--- config.mk ---
export PLATFORM = sky130hd
export DESIGN_NAME = rv32im_wb_arbiter
export DESIGN_NICKNAME = d
export VERILOG_FILES = /design/src/rtl/rv32im_wb_arbiter_pkg.sv /design/src/rtl/rv32im_wb_arbiter_wb_watchdog.sv /design/src/rtl/rv32im_wb_arbiter.sv
export SDC_FILE = /design/constraint.sdc
export NUM_CORES = 1
export LEC_CHECK = 0
export CAP_MARGIN = 10
export CORE_AREA = 2 2 120 122
export CTS_CLUSTER_SIZE = 40
export DETAILED_ROUTE_END_ITERATION = 7
export DIE_AREA = 0 0 122 124
export HOLD_SLACK_MARGIN = 0.1
export SLEW_MARGIN = 0
export SYNTH_ARGS = -nofsm -noshare
export SYNTH_HDL_FRONTEND = slang
export SYNTH_SLANG_ARGS = --single-unit
--- constraint.sdc ---
create_clock -name clk_i -period 2.34 [get_ports clk_i]
set_input_delay 0.468 -clock clk_i [delete_from_list [all_inputs] [get_ports clk_i]]
set_output_delay 0.468 -clock clk_i [all_outputs]
set_load 0.02 [all_outputs]
--- src/rtl/rv32im_wb_arbiter_pkg.sv ---
// Shared Wishbone definitions and arbiter FSM encodings for the RV32IM
// fetch / data-memory bus arbiter.
package rv32im_wb_arbiter_pkg;

  // Wishbone byte-select width for a 32-bit data path.
  localparam int WB_SEL_W = 4;

  // Default number of granted cycles without ack/err before a forced error.
  localparam int WB_TIMEOUT_DEFAULT = 255;

  // Value of the "last served" marker after reset: 1 means m1 was served
  // last, so m0 wins the first tie.
  localparam logic WB_LAST_RESET = 1'b1;

  // Encodings double as the one-hot grant vector (bit0 = m0, bit1 = m1),
  // so grant_o is the state register itself and doubles as state visibility.
  typedef enum logic [1:0] {
    ST_IDLE   = 2'b00,
    ST_GRANT0 = 2'b01,
    ST_GRANT1 = 2'b10
  } arb_state_e;

  // On a tie, grant the master that was not served last.
  function automatic arb_state_e pick_tie(input logic last_served);
    return last_served ? ST_GRANT0 : ST_GRANT1;
  endfunction

endpackage

--- src/rtl/rv32im_wb_arbiter_wb_watchdog.sv ---
// Grant watchdog: counts granted cycles that end without ack/err and flags
// when the count reaches TIMEOUT.
module wb_watchdog #(
  parameter int TIMEOUT = 255
) (
  input  logic clk_i,
  input  logic clear_i,
  input  logic start,
  input  logic tick,
  output logic done
);

  // Width depends only on TIMEOUT, never on the bus width.
  localparam int CNT_W = $clog2(TIMEOUT + 1);

  logic [CNT_W-1:0] cnt_q;

  // Counter: zeroed on grant entry, advances on each uncompleted grant
  // cycle, and holds once it has reached TIMEOUT.
  always_ff @(posedge clk_i or posedge clear_i) begin
    if (clear_i) begin
      cnt_q <= '0;
    end else if (start) begin
      cnt_q <= '0;
    end else if (tick && !done) begin
      cnt_q <= cnt_q + 1'b1;
    end
  end

  assign done = (cnt_q == CNT_W'(TIMEOUT));

endmodule

--- src/rtl/rv32im_wb_arbiter.sv ---
// Two-master Wishbone arbiter: m0 = instruction fetch, m1 = data memory.
// Round-robin on ties, one-cycle request-to-strobe latency, watchdog-forced
// error on a silent slave, sticky timeout flag.
//
// Handshake: a master holds mX_stb_i high until it sees mX_ack_o or
// mX_err_o (both single-cycle and combinational from the slave). A master
// dropping its strobe while granted aborts the cycle with no response.
module rv32im_wb_arbiter
  import rv32im_wb_arbiter_pkg::*;
#(
  parameter int XLEN    = 32,
  parameter int TIMEOUT = WB_TIMEOUT_DEFAULT
) (
  input  logic                clk_i,
  input  logic                clear_i,
  input  logic                m0_stb_i,
  input  logic                m0_we_i,
  input  logic [WB_SEL_W-1:0] m0_sel_i,
  input  logic [XLEN-3:0]     m0_adr_i,
  input  logic [XLEN-1:0]     m0_dat_i,
  output logic [XLEN-1:0]     m0_dat_o,
  output logic                m0_ack_o,
  output logic                m0_err_o,
  input  logic                m1_stb_i,
  input  logic                m1_we_i,
  input  logic [WB_SEL_W-1:0] m1_sel_i,
  input  logic [XLEN-3:0]     m1_adr_i,
  input  logic [XLEN-1:0]     m1_dat_i,
  output logic [XLEN-1:0]     m1_dat_o,
  output logic                m1_ack_o,
  output logic                m1_err_o,
  output logic                s_stb_o,
  output logic                s_cyc_o,
  output logic                s_we_o,
  output logic [WB_SEL_W-1:0] s_sel_o,
  output logic [XLEN-3:0]     s_adr_o,
  output logic [XLEN-1:0]     s_dat_o,
  input  logic [XLEN-1:0]     s_dat_i,
  input  logic                s_ack_i,
  input  logic                s_err_i,
  output logic [1:0]          grant_o,
  output logic                timeout_o
);

  arb_state_e state_q, state_d;
  logic       last_q, last_d;
  logic       timeout_q, timeout_d;

  logic in_grant, gnt_stb;
  logic ev_abort, ev_ack, ev_err, ev_to, finish;
  logic wd_start, wd_tick, wd_done;

  // Completion events of the current grant, in priority order:
  // abort (strobe gone) > ack > err > watchdog timeout.
  assign in_grant = (state_q != ST_IDLE);
  assign gnt_stb  = (state_q == ST_GRANT0) ? m0_stb_i :
                    (state_q == ST_GRANT1) ? m1_stb_i : 1'b0;
  assign ev_abort = in_grant & ~gnt_stb;
  assign ev_ack   = in_grant &  gnt_stb &  s_ack_i;
  assign ev_err   = in_grant &  gnt_stb & ~s_ack_i &  s_err_i;
  assign ev_to    = in_grant &  gnt_stb & ~s_ack_i & ~s_err_i & wd_done;
  assign finish   = ev_abort | ev_ack | ev_err | ev_to;

  assign wd_start = (state_q == ST_IDLE) && (state_d != ST_IDLE);
  assign wd_tick  = in_grant & ~finish;

  wb_watchdog #(
    .TIMEOUT (TIMEOUT)
  ) u_wb_watchdog (
    .clk_i   (clk_i),
    .clear_i (clear_i),
    .start   (wd_start),
    .tick    (wd_tick),
    .done    (wd_done)
  );

  // State register plus round-robin marker and sticky timeout flag.
  always_ff @(posedge clk_i or posedge clear_i) begin
    if (clear_i) begin
      state_q   <= ST_IDLE;
      last_q    <= WB_LAST_RESET;
      timeout_q <= 1'b0;
    end else begin
      state_q   <= state_d;
      last_q    <= last_d;
      timeout_q <= timeout_d;
    end
  end

  // Next-state logic: arbitrate in IDLE, leave GRANT on any completion.
  // The served master is recorded on every exit (abort included) so a
  // waiting peer always wins the following tie.
  always_comb begin
    state_d   = state_q;
    last_d    = last_q;
    timeout_d = timeout_q | ev_to;
    unique case (state_q)
      ST_IDLE: begin
        if (m0_stb_i && m1_stb_i) state_d = pick_tie(last_q);
        else if (m0_stb_i)        state_d = ST_GRANT0;
        else if (m1_stb_i)        state_d = ST_GRANT1;
      end
      ST_GRANT0: begin
        if (finish) begin
          state_d = ST_IDLE;
          last_d  = 1'b0;
        end
      end
      ST_GRANT1: begin
        if (finish) begin
          state_d = ST_IDLE;
          last_d  = 1'b1;
        end
      end
      default: state_d = ST_IDLE;
    endcase
  end

  // Output logic: mux the granted master onto the slave and route the
  // slave response back to that master only; the timeout cycle drops the
  // slave cycle and substitutes a local error.
  always_comb begin
    s_stb_o  = 1'b0;
    s_cyc_o  = 1'b0;
    s_we_o   = 1'b0;
    s_sel_o  = '0;
    s_adr_o  = '0;
    s_dat_o  = '0;
    m0_ack_o = 1'b0;
    m0_err_o = 1'b0;
    m1_ack_o = 1'b0;
    m1_err_o = 1'b0;
    m0_dat_o = s_dat_i;
    m1_dat_o = s_dat_i;
    grant_o  = state_q;
    unique case (state_q)
      ST_GRANT0: begin
        s_cyc_o  = ~ev_to;
        s_stb_o  = m0_stb_i & ~ev_to;
        s_we_o   = m0_we_i;
        s_sel_o  = m0_sel_i;
        s_adr_o  = m0_adr_i;
        s_dat_o  = m0_dat_i;
        m0_ack_o = ev_ack;
        m0_err_o = ev_err | ev_to;
      end
      ST_GRANT1: begin
        s_cyc_o  = ~ev_to;
        s_stb_o  = m1_stb_i & ~ev_to;
        s_we_o   = m1_we_i;
        s_sel_o  = m1_sel_i;
        s_adr_o  = m1_adr_i;
        s_dat_o  = m1_dat_i;
        m1_ack_o = ev_ack;
        m1_err_o = ev_err | ev_to;
      end
      default: ;
    endcase
  end

  assign timeout_o = timeout_q;

endmodule
==> results of run 1 <==
through the flow:
step | worst slack (ns) | hold WS (ns)
2_1_floorplan | 0.0503 | 0.332
3_3_place_gp | -0.397 | 0.439
3_5_place_dp | -0.401 | 0.448
4_1_cts | 0.00134 | 0.458
5_1_grt | -0.0466 | 0.471
6_report | 0.0229 | 0.451
layout by cell type, fill, tap and decap left out, types with 2 or more instances in the layout:
master	n
clkdlybuf4s50_1	142
inv_1	2
o21ai_0	4
o31ai_1	3
and4_1	2
nor2b_1	68
dfrtp_1	9
buf_8	2
a22oi_1	66
dfrtp_2	2
inv_2	2
mux2i_1	2
buf_6	3
clkbuf_2	38
nand2b_1	2
ha_4	2
o311ai_0	4
nand4_1	2
buf_2	29
o21bai_1	2
nand3_1	4
clkdlybuf4s15_2	2
buf_4	28
nor2_1	3
a21oi_1	3
and3_1	3
buf_12	3
nor2b_2	2
ha_1	2
o21a_1	2
o41ai_1	2
nand2_1	9
clkbuf_16	4
worst paths after layout:
kind                                 start                endpoint  slack, ns  cells after the start
worst min-delay path             timeout_o               timeout_o       0.45                      1
worst max-delay path            grant_o[1]                m1_ack_o       0.02                      7
min in group asynchronous          clear_i               timeout_o       0.53                      2
max in group asynchronous          clear_i                  last_q       1.47                      2
worst min register to register   timeout_o               timeout_o       0.45                      1
worst max register to register  grant_o[0]  u_wb_watchdog.cnt_q[3]       0.43                      9
layout make-up:
| type | count | area share |
|---|---|---|
| Clock buffer | 4 | 0.0207 |
| Inverter | 4 | 0.00350 |
| Multi-Input combinational cell | 205 | 0.345 |
| Sequential cell | 12 | 0.0709 |
| Tap cell | 180 | 0.0525 |
| Timing Repair Buffer | 250 | 0.507 |
what timing repair did:
item                       in CTS  in global routing
buffers inserted                0                  2
pin swaps                       2                  2
cloned                          1                  1
hold endpoints to repair        0                  0
gates resized for setup       185                 84
setup endpoints to repair      73                 73
cells by family (layout without fill, tap and decap cells):
| family | Yosys count | count (layout) | synth area share |
|---|---|---|---|
| flops | 12 | 12 | 0.130 |
| simple gates | 103 | 103 | 0.269 |
| buf+inv | 93 | 258 | 0.258 |
| mux | 2 | 2 | 0.00860 |
| compound gates | 95 | 95 | 0.308 |
| fa+ha+maj | 5 | 5 | 0.0269 |
layer usage:
metal / wire, um / part of all wire / up-vias / global-route usage
met5: 0 / 0 / - / 0
met3: 966 / 0.087 / 22 / 0.0302
met4: 170 / 0.015 / 0 / 0.0309
met1: 4570 / 0.41 / 1344 / 0.165
met2: 5390 / 0.49 / 148 / 0.218
li1: - / - / 1382 / -
where the power goes:
| part | leakage [nW] | switching, mW | internal, mW |
|---|---|---|---|
| combinational | 1.53 | 1.57 | 1.43 |
| clock | 0.0442 | 0.0903 | 0.258 |
| sequential | 0.159 | 0.0215 | 0.242 |
| total | 1.74 | 1.69 | 1.93 |
registers in the layout, indices dropped and copies added (netlist names):
register,count
timeout_o,1
last_q,1
grant_o,2
u_wb_watchdog.cnt_q,8
critical path: stages (launching register included):
cell and delay [ns]:
dfrtp_2 0.41, inv_2 0.08, ha_4 0.17, and3b_1 0.20, buf_4 0.14, or2_2 0.28, and4b_1 0.19, buf_6 0.13
==> results.py, run 1 <==
metrics = {
    "cts": {
        "clkLatencyLatePin_ns": 0.24,
        "clk_path_buf_depth": 2,
        "htree_levels": 1,
        "cts_sinks": 12,
        "cts_made_buffers": 3,
        "hold_buffers": 0,
        "cts_tree": "built",
        "root_buffer": "clkbuf_16",
        "clk_pin_slew_worst_paths_ns": 0.04,
    },
    "pwr": {
        "p_leak_nw": 1.74,
        "power.density_nw_per_um2": 842,
        "p_total_mw": 3.61,
        "vdd_ir_drop_max_mv": 0.501,
    },
    "placement": {
        "dp_hpwl_mm": 8.66,
        "dpl_cell_area_um2": 4410,
        "portBuffers": 215,
        "gp_congestion": 0.788,
        "post-place-cells": 647,
    },
    "worst_setup_path": {
        "path_class": "flop to output pin",
        "arrival_ns": 1.85,
        "cp-end-kind": "output pin",
        "critPathLaunchType": "flop",
        "worst-path-max-fanout": 4,
        "cp_data_required_time_ns": 1.87,
    },
    "routing": {
        "vias": 2896,
        "drc": 0,
        "routed_wl_mm": 11.1,
        "ant_nets": 0,
        "avgRoutedWirePerCell_um": 16.9,
        "drt-pass1-iter-count": 4,
        "drtIter0Drc": 120,
        "vias_per_cell": 4.42,
    },
    "timing": {
        "final_hold_viol_count": 0,
        "setup_viol": 0,
        "skew_ns": 0.00193,
        "slew_headroom": 0.701,
        "tns_ns": 0,
        "report.final.slew_viol_count": 0,
        "worst_pin_slew_ns": 0.448,
        "rsz0062_at_grt": "true",
        "fin_crit_sh": 0.990,
        "max_freq_mhz": 432,
        "period_minus_slack_ns": 2.32,
    },
    "die": {
        "io_pins": 312,
        "fp-row-count": 43,
        "start_util": 0.170,
        "design.core.area_um2": 13700,
        "die_w_um": 122,
        "dieArea_um2": 15100,
        "die_h_um": 124,
    },
    "final_layout": {
        "nNetsFinal": 653,
        "drive_gt1_frac": 0.269,
        "area_growth_pct": 84.3,
        "utilization": 0.313,
        "multi_input_area_um2": 1480,
        "num-fill-cells": 1448,
        "final_area_um2": 4290,
        "final_cells": 655,
        "n_antenna_cell": 0,
        "seq_area_um2": 304,
    },
    "grt": {
        "grtUsageTotal": 0.128,
        "grt_pass1_vias": 2762,
        "grt_first_pass_wirelength_mm": 15.1,
        "antenna_found_initial": 0,
        "grt_max_degree": 43,
        "grt-ovfl-total": 0,
    },
    "synth": {
        "synth_warnings": 0,
        "async_flop_share": 1.00,
        "synth.largest_area_cell": "a22oi_1",
        "synth_commonest_cells": "nor2b_1 (71), a22oi_1 (67), buf_4 (64)",
        "yosysSeqAreaShare": 0.130,
        "synth_edf_count": 0,
        "yosys.area.top_type_share": 0.216,
        "synthTopCellsByArea": "a22oi_1 (22%), buf_4 (21%), nor2b_1 (19%)",
        "syn_avg_cell_area_um2": 7.51,
        "ys_ff_latch": 12,
        "synth.distinct_cells": 42,
        "syn_inst": 310,
        "yosysMostFrequentCell": "nor2b_1",
        "ys_dominant_reg_cell": "dfrtp_1",
        "synth_fp_nets": 487,
        "syn-cell-area_um2": 2330,
    },
    "status": {
        "status": "finished clean",
    },
    "hold_path": {
        "hold_class": "flop to flop",
    },
    "flow_run": {
        "drv_cap": 0,
    },
}
Note: power is estimated with default switching activity, not from simulation.
==> inputs of run 2 (changes only) <==
--- a/config.mk
+++ b/config.mk
@@ -5,12 +5,14 @@
 export SDC_FILE = /design/constraint.sdc
 export NUM_CORES = 1
 export LEC_CHECK = 0
+export ABC_AREA = 0
 export CAP_MARGIN = 10
 export CORE_AREA = 2 2 120 122
 export CTS_CLUSTER_SIZE = 40
 export DETAILED_ROUTE_END_ITERATION = 7
 export DIE_AREA = 0 0 122 124
 export HOLD_SLACK_MARGIN = 0.1
+export SKIP_LAST_GASP = 1
 export SLEW_MARGIN = 0
 export SYNTH_ARGS = -nofsm -noshare
 export SYNTH_HDL_FRONTEND = slang
==> run 2 against run 1 <==
Setup slack got worse by 0.019 ns. Highest routed layer unchanged. First-iteration DRC count decreased by 13%. Clock power about the same. Clock skew about the same. Critical path type unchanged.
==> results.py, run 2 (same netlist as run 1, synthesis figures left out) <==
metrics = {
    "status": {
        "status": "finished clean",
    },
    "die": {
        "die_h_um": 124,
        "dieArea_um2": 15100,
        "design.core.area_um2": 13700,
        "io_pins": 312,
        "fp-row-count": 43,
        "start_util": 0.170,
        "die_w_um": 122,
    },
    "final_layout": {
        "nNetsFinal": 653,
        "n_antenna_cell": 0,
        "final_common_cell": "clkdlybuf4s50_1",
        "area_growth_pct": 85.3,
        "most-common-layout-cells": "clkdlybuf4s50_1 (142), nor2b_1 (69), a22oi_1 (66)",
        "largest_reg_flops": 8,
        "drive_gt1_frac": 0.272,
        "max_flop_register": "u_wb_watchdog.cnt_q",
    },
    "cts": {
        "cts_made_buffers": 3,
        "root_buffer": "clkbuf_16",
        "clkLatencyLatePin_ns": 0.24,
        "cts_sinks": 12,
        "cts_tree": "built",
        "clk_pin_slew_worst_paths_ns": 0.04,
        "clk_path_buf_depth": 2,
        "htree_levels": 1,
        "hold_buffers": 0,
    },
    "routing": {
        "drtIter0Drc": 105,
        "met1Wirelength_mm": 4.59,
        "vias": 2898,
        "vias_per_cell": 4.42,
        "highest_layer": "met4",
        "routed_wl_mm": 11.1,
        "drt-pass1-iter-count": 4,
        "drc": 0,
        "wl_met2_mm": 5.41,
        "wl_met3_um": 978,
        "avgRoutedWirePerCell_um": 17.0,
        "ant_nets": 0,
    },
    "flow_run": {
        "drv_cap": 0,
    },
    "pwr": {
        "p_leak_nw": 1.72,
        "power.density_nw_per_um2": 840,
        "vdd_ir_drop_max_mv": 0.494,
        "p_total_mw": 3.62,
    },
    "timing": {
        "period_minus_slack_ns": 2.34,
        "report.final.slew_viol_count": 0,
        "max_freq_mhz": 428,
        "worst_pin_slew_ns": 0.445,
        "final_hold_viol_count": 0,
        "skew_ns": 0.00197,
        "rsz0062_at_grt": "true",
        "fin_ws_ns": 0.00398,
        "slew_headroom": 0.703,
        "setup_viol": 0,
        "fin_crit_sh": 0.998,
    },
    "worst_setup_path": {
        "cp_data_required_time_ns": 1.87,
        "cp-end-kind": "output pin",
        "cp_cell_sequence": "inv_2 -> ha_4 -> and3b_2 -> o21a_1 -> a21boi_2 -> nor2b_4 -> buf_2",
        "max_stage_delay_ns": 0.43,
        "arrival_ns": 1.87,
        "startpoint": "grant_o[1]",
        "crit_slowest_cell": "dfrtp_2",
        "path_class": "flop to output pin",
        "worst-path-max-fanout": 4,
        "timing.rr.start": "grant_o[0]",
        "critPathLaunchType": "flop",
    },
    "placement": {
        "gp_congestion": 0.788,
        "portBuffers": 215,
        "dp_hpwl_mm": 8.66,
        "place_ws_ns": -0.401,
    },
    "hold_path": {
        "worstHoldStart": "timeout_o",
        "hold_class": "flop to flop",
    },
    "grt": {
        "grt-ovfl-total": 0,
        "grt_max_degree": 43,
        "grt_first_pass_wirelength_mm": 15.1,
        "grt_pass1_vias": 2764,
        "grtUsageTotal": 0.129,
        "antenna_found_initial": 0,
    },
}
==> run 2: worst max-delay path, delay by kind of cell (launching register included) <==
family / cells / cell delay (ns)
buffers and inverters: 2 / 0.25
and+or+nand+nor: 2 / 0.39
DFF: 1 / 0.43
adders and majority gates: 1 / 0.15
AOI/OAI and AO/OA: 2 / 0.39
==> run 2: layout make-up <==
class                   instances  area, um2
inverters                       4       15.0
fillers                      1449       9410
repair buffers                250       2190
clock buffers                   4       88.8
well taps                     180        225
multi-input cells             205       1490
flip-flops and latches         12        304
==> run 2: metrics by stage <==
stage | hold slack [ns] | util | std cells | area [um2] | setup TNS (ns)
3_3_place_gp | 0.439 | 0.322 | 647 | 4410 | -7.62
4_1_cts | 0.458 | 0.335 | 652 | 4590 | -0.0944
2_1_floorplan | 0.332 | - | 310 | 2340 | 0
3_5_place_dp | 0.448 | 0.322 | 647 | 4410 | -8.27
6_report | 0.452 | 0.314 | 655 | 4310 | 0
5_1_grt | 0.471 | 0.314 | 655 | 4310 | -0.329
==> run 2: path summary, 6_finish.rpt <==
kind,end,slack [ns],cells past startpoint
worst min-delay path,timeout_o,0.45,1
max in group asynchronous,last_q,1.47,2
worst max-delay path,s_stb_o,0.004,7
worst max register to register,u_wb_watchdog.cnt_q[3],0.44,9
worst min register to register,timeout_o,0.45,1
min in group asynchronous,timeout_o,0.53,2
==> run 2: where the power goes <==
part / switching, mW / internal [mW] / leakage, nW / total [mW]
Clock: 0.0895 / 0.258 / 0.0442 / 0.347
Combinational: 1.58 / 1.42 / 1.52 / 3.01
Sequential: 0.0256 / 0.242 / 0.159 / 0.268
==> run 2: timing repair <==
item / in CTS / in global routing
buffers inserted: 0 / 2
setup endpoints to repair: 73 / 73
gates resized for setup: 183 / 83
cloned: 1 / 1
pin swaps: 2 / 4
==> run 2: layer usage <==
layer,track usage,up-vias
met4,0.0309,0
met2,0.218,147
met5,0,-
li1,-,1385
met3,0.0307,22
met1,0.165,1344
